<file path="src/rtl/stage_if_pkg.sv">
`default_nettype none
// -----------------------------------------------------------------------------
// stage_if_pkg : shared bus widths, cache geometry and IF state encodings
// Rev 1.0
// -----------------------------------------------------------------------------
package stage_if_pkg;

   localparam int c_MEM_ADDR_W     = 32;
   localparam int c_INST_W         = 32;
   localparam int c_ICACHE_INDEX_W = 6;

   typedef logic [c_MEM_ADDR_W-1:0] mem_addr_bus_t;
   typedef logic [c_INST_W-1:0]     inst_bus_t;

   localparam logic [1:0] c_IF_LOOKUP = 2'd0;
   localparam logic [1:0] c_IF_WAIT   = 2'd1;
   localparam logic [1:0] c_IF_DROP   = 2'd2;

endpackage
`default_nettype wire

</file>
<file path="src/rtl/stage_if_icache.sv">
`default_nettype none
// -----------------------------------------------------------------------------
// stage_if_icache : direct-mapped one-word-per-line instruction cache
// Rev 1.0
// -----------------------------------------------------------------------------
module stage_if_icache
   import stage_if_pkg::*;
#(
   parameter int INDEX_W = c_ICACHE_INDEX_W
) (
   input  logic                      clock,
   input  logic                      reset,
   input  logic [c_MEM_ADDR_W-1:2]   rd_addr,
   output logic                      rd_hit,
   output logic [c_INST_W-1:0]       rd_data,
   input  logic                      we,
   input  logic [c_MEM_ADDR_W-1:2]   wr_addr,
   input  logic [c_INST_W-1:0]       wr_data
);

   localparam int c_DEPTH = 1 << INDEX_W;
   localparam int c_TAG_W = c_MEM_ADDR_W - INDEX_W - 2;

   logic [c_DEPTH-1:0]  r_valid;
   logic [c_TAG_W-1:0]  r_tag  [c_DEPTH];
   logic [c_INST_W-1:0] r_data [c_DEPTH];

   logic [INDEX_W-1:0]  w_rd_idx;
   logic [c_TAG_W-1:0]  w_rd_tag;
   logic [INDEX_W-1:0]  w_wr_idx;
   logic [c_TAG_W-1:0]  w_wr_tag;

   assign w_rd_idx = rd_addr[INDEX_W+1:2];
   assign w_rd_tag = rd_addr[c_MEM_ADDR_W-1:INDEX_W+2];
   assign w_wr_idx = wr_addr[INDEX_W+1:2];
   assign w_wr_tag = wr_addr[c_MEM_ADDR_W-1:INDEX_W+2];

   // Only the valid bits need reset; tag/data are qualified by them.
   always_ff @(posedge clock or posedge reset) begin
      if (reset) begin
         r_valid <= '0;
      end else if (we) begin
         r_valid[w_wr_idx] <= 1'b1;
      end
   end

   always_ff @(posedge clock) begin
      if (we) begin
         r_tag[w_wr_idx]  <= w_wr_tag;
         r_data[w_wr_idx] <= wr_data;
      end
   end

   assign rd_hit  = r_valid[w_rd_idx] && (r_tag[w_rd_idx] == w_rd_tag);
   assign rd_data = r_data[w_rd_idx];

endmodule
`default_nettype wire

</file>
<file path="src/rtl/stage_if.sv">
`default_nettype none
// -----------------------------------------------------------------------------
// stage_if : RV32I fetch stage - PC, I-cache lookup and miss refill handshake
// Rev 1.0
// -----------------------------------------------------------------------------
module stage_if
   import stage_if_pkg::*;
#(
   parameter logic [c_MEM_ADDR_W-1:0] RESET_PC       = '0,
   parameter int                      ICACHE_INDEX_W = c_ICACHE_INDEX_W
) (
   input  logic                      clock,
   input  logic                      reset,
   input  logic                      stall_next,
   input  logic                      jump,
   input  logic [c_MEM_ADDR_W-1:0]   jump_target,
   input  logic                      mem_if_done,
   input  logic [c_INST_W-1:0]       mem_if_data,
   output logic                      if_mem_req,
   output logic [c_MEM_ADDR_W-1:0]   if_mem_addr,
   output logic [c_MEM_ADDR_W-1:0]   pc_o,
   output logic [c_INST_W-1:0]       inst_o,
   output logic                      stall_req
);

   logic [1:0]                r_state;
   logic [1:0]                w_state_next;
   logic [c_MEM_ADDR_W-1:0]   r_pc;
   logic [c_MEM_ADDR_W-1:0]   w_pc_next;
   logic [c_MEM_ADDR_W-1:2]   r_req_addr;
   logic [c_MEM_ADDR_W-1:2]   w_req_addr_next;

   logic                      w_cache_hit;
   logic [c_INST_W-1:0]       w_cache_data;
   logic                      w_in_lookup;
   logic                      w_busy;
   logic                      w_hit;
   logic                      w_miss;
   logic                      w_fill;

   stage_if_icache #(
      .INDEX_W (ICACHE_INDEX_W)
   ) u_icache (
      .clock   (clock),
      .reset   (reset),
      .rd_addr (r_pc[c_MEM_ADDR_W-1:2]),
      .rd_hit  (w_cache_hit),
      .rd_data (w_cache_data),
      .we      (w_fill),
      .wr_addr (r_req_addr),
      .wr_data (mem_if_data)
   );

   always_ff @(posedge clock or posedge reset) begin
      if (reset) begin
         r_state <= c_IF_LOOKUP;
      end else begin
         r_state <= w_state_next;
      end
   end

   always_comb begin
      w_state_next = r_state;
      case (r_state)
         c_IF_LOOKUP: begin
            if (!jump && !w_cache_hit) begin
               w_state_next = c_IF_WAIT;
            end
         end
         c_IF_WAIT: begin
            if (mem_if_done) begin
               w_state_next = c_IF_LOOKUP;
            end else if (jump) begin
               w_state_next = c_IF_DROP;
            end
         end
         c_IF_DROP: begin
            if (mem_if_done) begin
               w_state_next = c_IF_LOOKUP;
            end
         end
         default: begin
            w_state_next = c_IF_LOOKUP;
         end
      endcase
   end

   // Request is a pure function of state so it cannot glitch on input changes.
   always_comb begin
      w_in_lookup = 1'b0;
      w_busy      = 1'b0;
      case (r_state)
         c_IF_LOOKUP: w_in_lookup = 1'b1;
         c_IF_WAIT:   w_busy      = 1'b1;
         c_IF_DROP:   w_busy      = 1'b1;
         default:     w_in_lookup = 1'b0;
      endcase
   end

   assign w_hit  = w_in_lookup && w_cache_hit;
   assign w_miss = w_in_lookup && !w_cache_hit && !jump;
   // A DROP refill still lands in the cache: the data is correct for req_addr.
   assign w_fill = w_busy && mem_if_done;

   always_comb begin
      w_pc_next       = r_pc;
      w_req_addr_next = r_req_addr;
      if (jump) begin
         w_pc_next = jump_target;
      end else if (w_hit && !stall_next) begin
         w_pc_next = r_pc + 32'd4;
      end
      if (w_miss) begin
         w_req_addr_next = r_pc[c_MEM_ADDR_W-1:2];
      end
   end

   always_ff @(posedge clock or posedge reset) begin
      if (reset) begin
         r_pc       <= RESET_PC;
         r_req_addr <= '0;
      end else begin
         r_pc       <= w_pc_next;
         r_req_addr <= w_req_addr_next;
      end
   end

   assign pc_o        = r_pc;
   assign inst_o      = w_hit ? w_cache_data : '0;
   assign stall_req   = !w_hit;
   assign if_mem_req  = w_busy;
   assign if_mem_addr = {r_req_addr, 2'b00};

endmodule
`default_nettype wire

</file>
<file path="config.mk">
export PLATFORM = sky130hd
export DESIGN_NAME = stage_if
export DESIGN_NICKNAME = d
export VERILOG_FILES = /design/src/rtl/stage_if_pkg.sv /design/src/rtl/stage_if_icache.sv /design/src/rtl/stage_if.sv
export SDC_FILE = /design/constraint.sdc
export NUM_CORES = 2
export LEC_CHECK = 0
export CORE_UTILIZATION = 30
export DETAILED_ROUTE_END_ITERATION = 8
export GPL_TIMING_DRIVEN = 1
export REMOVE_ABC_BUFFERS = 1
export SETUP_SLACK_MARGIN = 0.2
export SYNTH_ARGS = -nofsm -noshare
export SYNTH_HDL_FRONTEND = slang
export SYNTH_SLANG_ARGS = --single-unit
</file>
<file path="constraint.sdc">
create_clock -name clock -period 15.1 [get_ports clock]
set_clock_uncertainty 0.1 [all_clocks]
set_input_delay 1.51 -clock clock [delete_from_list [all_inputs] [get_ports clock]]
set_output_delay 1.51 -clock clock [all_outputs]
set_load 0.005 [all_outputs]
</file>
==> run_results.csv <==
group,metric,value,unit
detailed_routing,avgViaCountPerCell,5.42,
critical_path,cp-end-kind,"output port",
synthesis,synth_edf_count,3584,
synthesis,yosysSeqAreaShare,77.3,%
power,p_leak,51.4,nW
cells_and_area,area_delta_synth_final,15.6,%
global_routing,grt_max_degree,149,
timing,max_slew_margin,1.96,%
detailed_routing,drc_errors,0,
critical_path,critical_path_arrival,9370,ps
timing,finalHoldViolations,0,
global_routing,met3_usage,3.24,%
die,io_pins,167,
synthesis,synth_area,0.143,mm^2
power,power_density,149,mW/mm^2
synthesis,avgSynthCellArea,23.0,um^2
clock_tree,cts_sinks,3712,
cells_and_area,finalInstanceArea,0.166,mm^2
timing,slew_violations,0,
flow_run,max-cap-violations,0,
die,die_h,693,um
global_routing,grt_antenna_before_repair,45,
clock_tree,cts_resized,0,
die,dieArea,0.481,mm^2
placed_design,dp_hpwl,241000,um
hold_path,min-delay-start,"u_icache.r_valid[43]",
die,initial_core_util,30.2,%
placed_design,placed_cell_area,0.154,mm^2
synthesis,synth.top_cell.area_share,75.1,%
die,die_x,693,um
timing,finalCriticalPeriod,10980,ps
hold_path,hold_path_class,"flip-flop to flip-flop",
clock_tree,path_clk_slew,60,ps
clock_tree,clkLatencyLatePin,950,ps
timing,fin_crit_sh,72.7,%
detailed_routing,wl_per_cell,32.8,um
global_routing,grt_pass1_vias,71700,
cells_and_area,layout-drive-gt1-share,29.4,%
synthesis,synth_warnings,0,
detailed_routing,drt_iter0_markers,10700,
synthesis,ys_top_cells_by_count,"3584 x edfxtp_1, 994 x mux4_2, 163 x clkbuf_1, 161 x mux2i_1, 134 x nor2_1",
critical_path,worstSetupPathType,"flip-flop to output port",
clock_tree,cts_tree,"done",
global_routing,grt_pass1_wl,600000,um
run_status,status,"complete, no violations",
clock_tree,hold_buffers,0,
cells_and_area,nFillCells,43400,
critical_path,critical_path.startpoint,"pc_o[3]",
global_routing,use_met2,29.0,%
synthesis,synth_cell_types,79,
synthesis,synthTopCellsByArea,"edfxtp_1 75%, mux4_2 16%, dfrtp_1 2.2%",
synthesis,synth.most_common_cell,"edfxtp_1",
synthesis,async_flop_share,3.45,%
placed_design,port_buffers,164,
detailed_routing,firstDrtPassIters,6,
synthesis,syn_inst,6242,
synthesis,ys_ff_latch,3712,
global_routing,grt_overflow_total,0,
clock_tree,htreeDepth,5,
die,num_rows,253,
timing,tightest_slew,1470,ps
critical_path,cp.required,13490,ps
timing,hold_ws,369,ps
clock_tree,root_buffer,"clkbuf_16",
global_routing,grt_usage,17.8,%
global_routing,grtUsageMet1,24.2,%
power,ir_drop,92.2,uV
detailed_routing,routed_wl,440000,um
timing,rsz0062_at_grt,"no",
cells_and_area,layout.nets,6764,
die,core-area,0.475,mm^2
global_routing,grt-busiest-layer,"met2",
detailed_routing,antenna_left,0,
critical_path,startpoint_type,"flip-flop",
clock_tree,cts_setup_buffers,0,
synthesis,yosys.area.top_type,"edfxtp_1",
clock_tree,cts.path.max_buffers,4,
synthesis,synth_ff_type,"edfxtp_1",
critical_path,r2r-start,"pc_o[3]",
placed_design,gp_congestion,0.818,
critical_path,cp_max_fo,129,
timing,max_freq,91.1,MHz
detailed_routing,via_count,72500,
clock_tree,cts_buffers,380,
timing,setup_violations,0,
-- worst max-delay path: stages (launching register included) --
cell and delay [ps]:
dfrtp_4 1020, buf_4 690, buf_12 560, mux4_2 620, a22oi_1 250, a31oi_1 180
nor4_1 1170, buf_4 280, xnor2_1 100, or4_1 540, nor4_4 660, nand3_4 670
buf_4 530, nor2b_1 200, clkdlybuf4s50_1 520
-- where the power goes --
part,internal [W],switching (W)
clock network,0.00528,0.00398
logic,0.000979,0.00186
registers,0.0122,0.000325
total,0.0185,0.00616
-- path summary, 6_finish.rpt --
kind	endpoint	slack, ps	cells past startpoint
hold reg to reg	u_icache.r_valid[43]	370	1
setup reg to reg	pc_o[14]	6990	12
max in group asynchronous	r_req_addr[30]	12290	3
min in group asynchronous	r_req_addr[31]	920	2
setup / recovery	inst_o[22]	4120	14
hold / removal	u_icache.r_valid[43]	370	1
-- registers in the layout, summed over array words and instances (netlist names) --
signal and cells:
u_icache.r_data 2048, u_icache.r_tag 1536, u_icache.r_valid 64, pc_o 32
r_req_addr 30, r_state 2
-- kinds of logic after synthesis --
| kind of cell | after synthesis | share of synthesized area [%] |
|---|---|---|
| flops | 3712 | 77.3 |
| mux | 1230 | 17.4 |
| simple gates | 561 | 2.05 |
| buf+inv | 355 | 1.23 |
| compound gates | 351 | 1.79 |
| xor+xnor | 28 | 0.171 |
| fa+ha+maj | 4 | 0.0349 |
| other cells | 1 | 0.00262 |
-- routing by layer --
| layer | part of all wire, % | vias up | wire length, um |
|---|---|---|---|
| li1 | - | 27600 | - |
| met4 | 3.3 | 12 | 14500 |
| met3 | 9.4 | 750 | 41300 |
| met2 | 48 | 4385 | 211000 |
| met5 | 0.019 | - | 85 |
| met1 | 39 | 39800 | 172000 |
-- cell type report --
class	count	area, um^2	share of cell area [%]
inverter	13	63.8	0.0385
antenna	7	17.5	0.0106
tap	6375	7980	4.81
clock buffer	464	10000	6.06
timing repair buffer	408	3400	2.05
multi-input combinational	2176	31300	18.9
sequential	3712	111000	66.9
clock inverter	229	2140	1.29
-- placed cells by master (no fill, tap or decap), types with 21 or more instances in the layout --
cell and instances:
a21oi_1 51, a221oi_1 22, a22oi_1 65, buf_2 33
buf_4 237, bufinv_16 32, clkbuf_1 69, clkbuf_16 386
clkdlybuf4s50_1 131, clkinv_1 90, clkinv_2 62, dfrtp_1 98
dfrtp_2 25, edfxtp_1 3584, mux2_2 66, mux2i_1 161
mux4_2 994, nand2_1 103, nand3_1 44, nor2_1 69
nor2_4 64, nor2b_1 56, nor3_1 28, o21ai_0 26
or2_2 69, xnor2_1 21
-- metrics by stage --
stage          power, W  util, %  setup WS (ps)  TNS [ps]  cells
2_1_floorplan    0.0154        -         -25090  -2353840   5901
3_3_place_gp     0.0155     32.3           5090         0  12700
3_5_place_dp     0.0156     32.3           5030         0  12700
4_1_cts          0.0248     34.9           3970         0  13400
5_1_grt          0.0253     34.9           3780         0  13400
6_report         0.0247     34.9           4120         0  13400
Power figures use the tool's default switching activity.
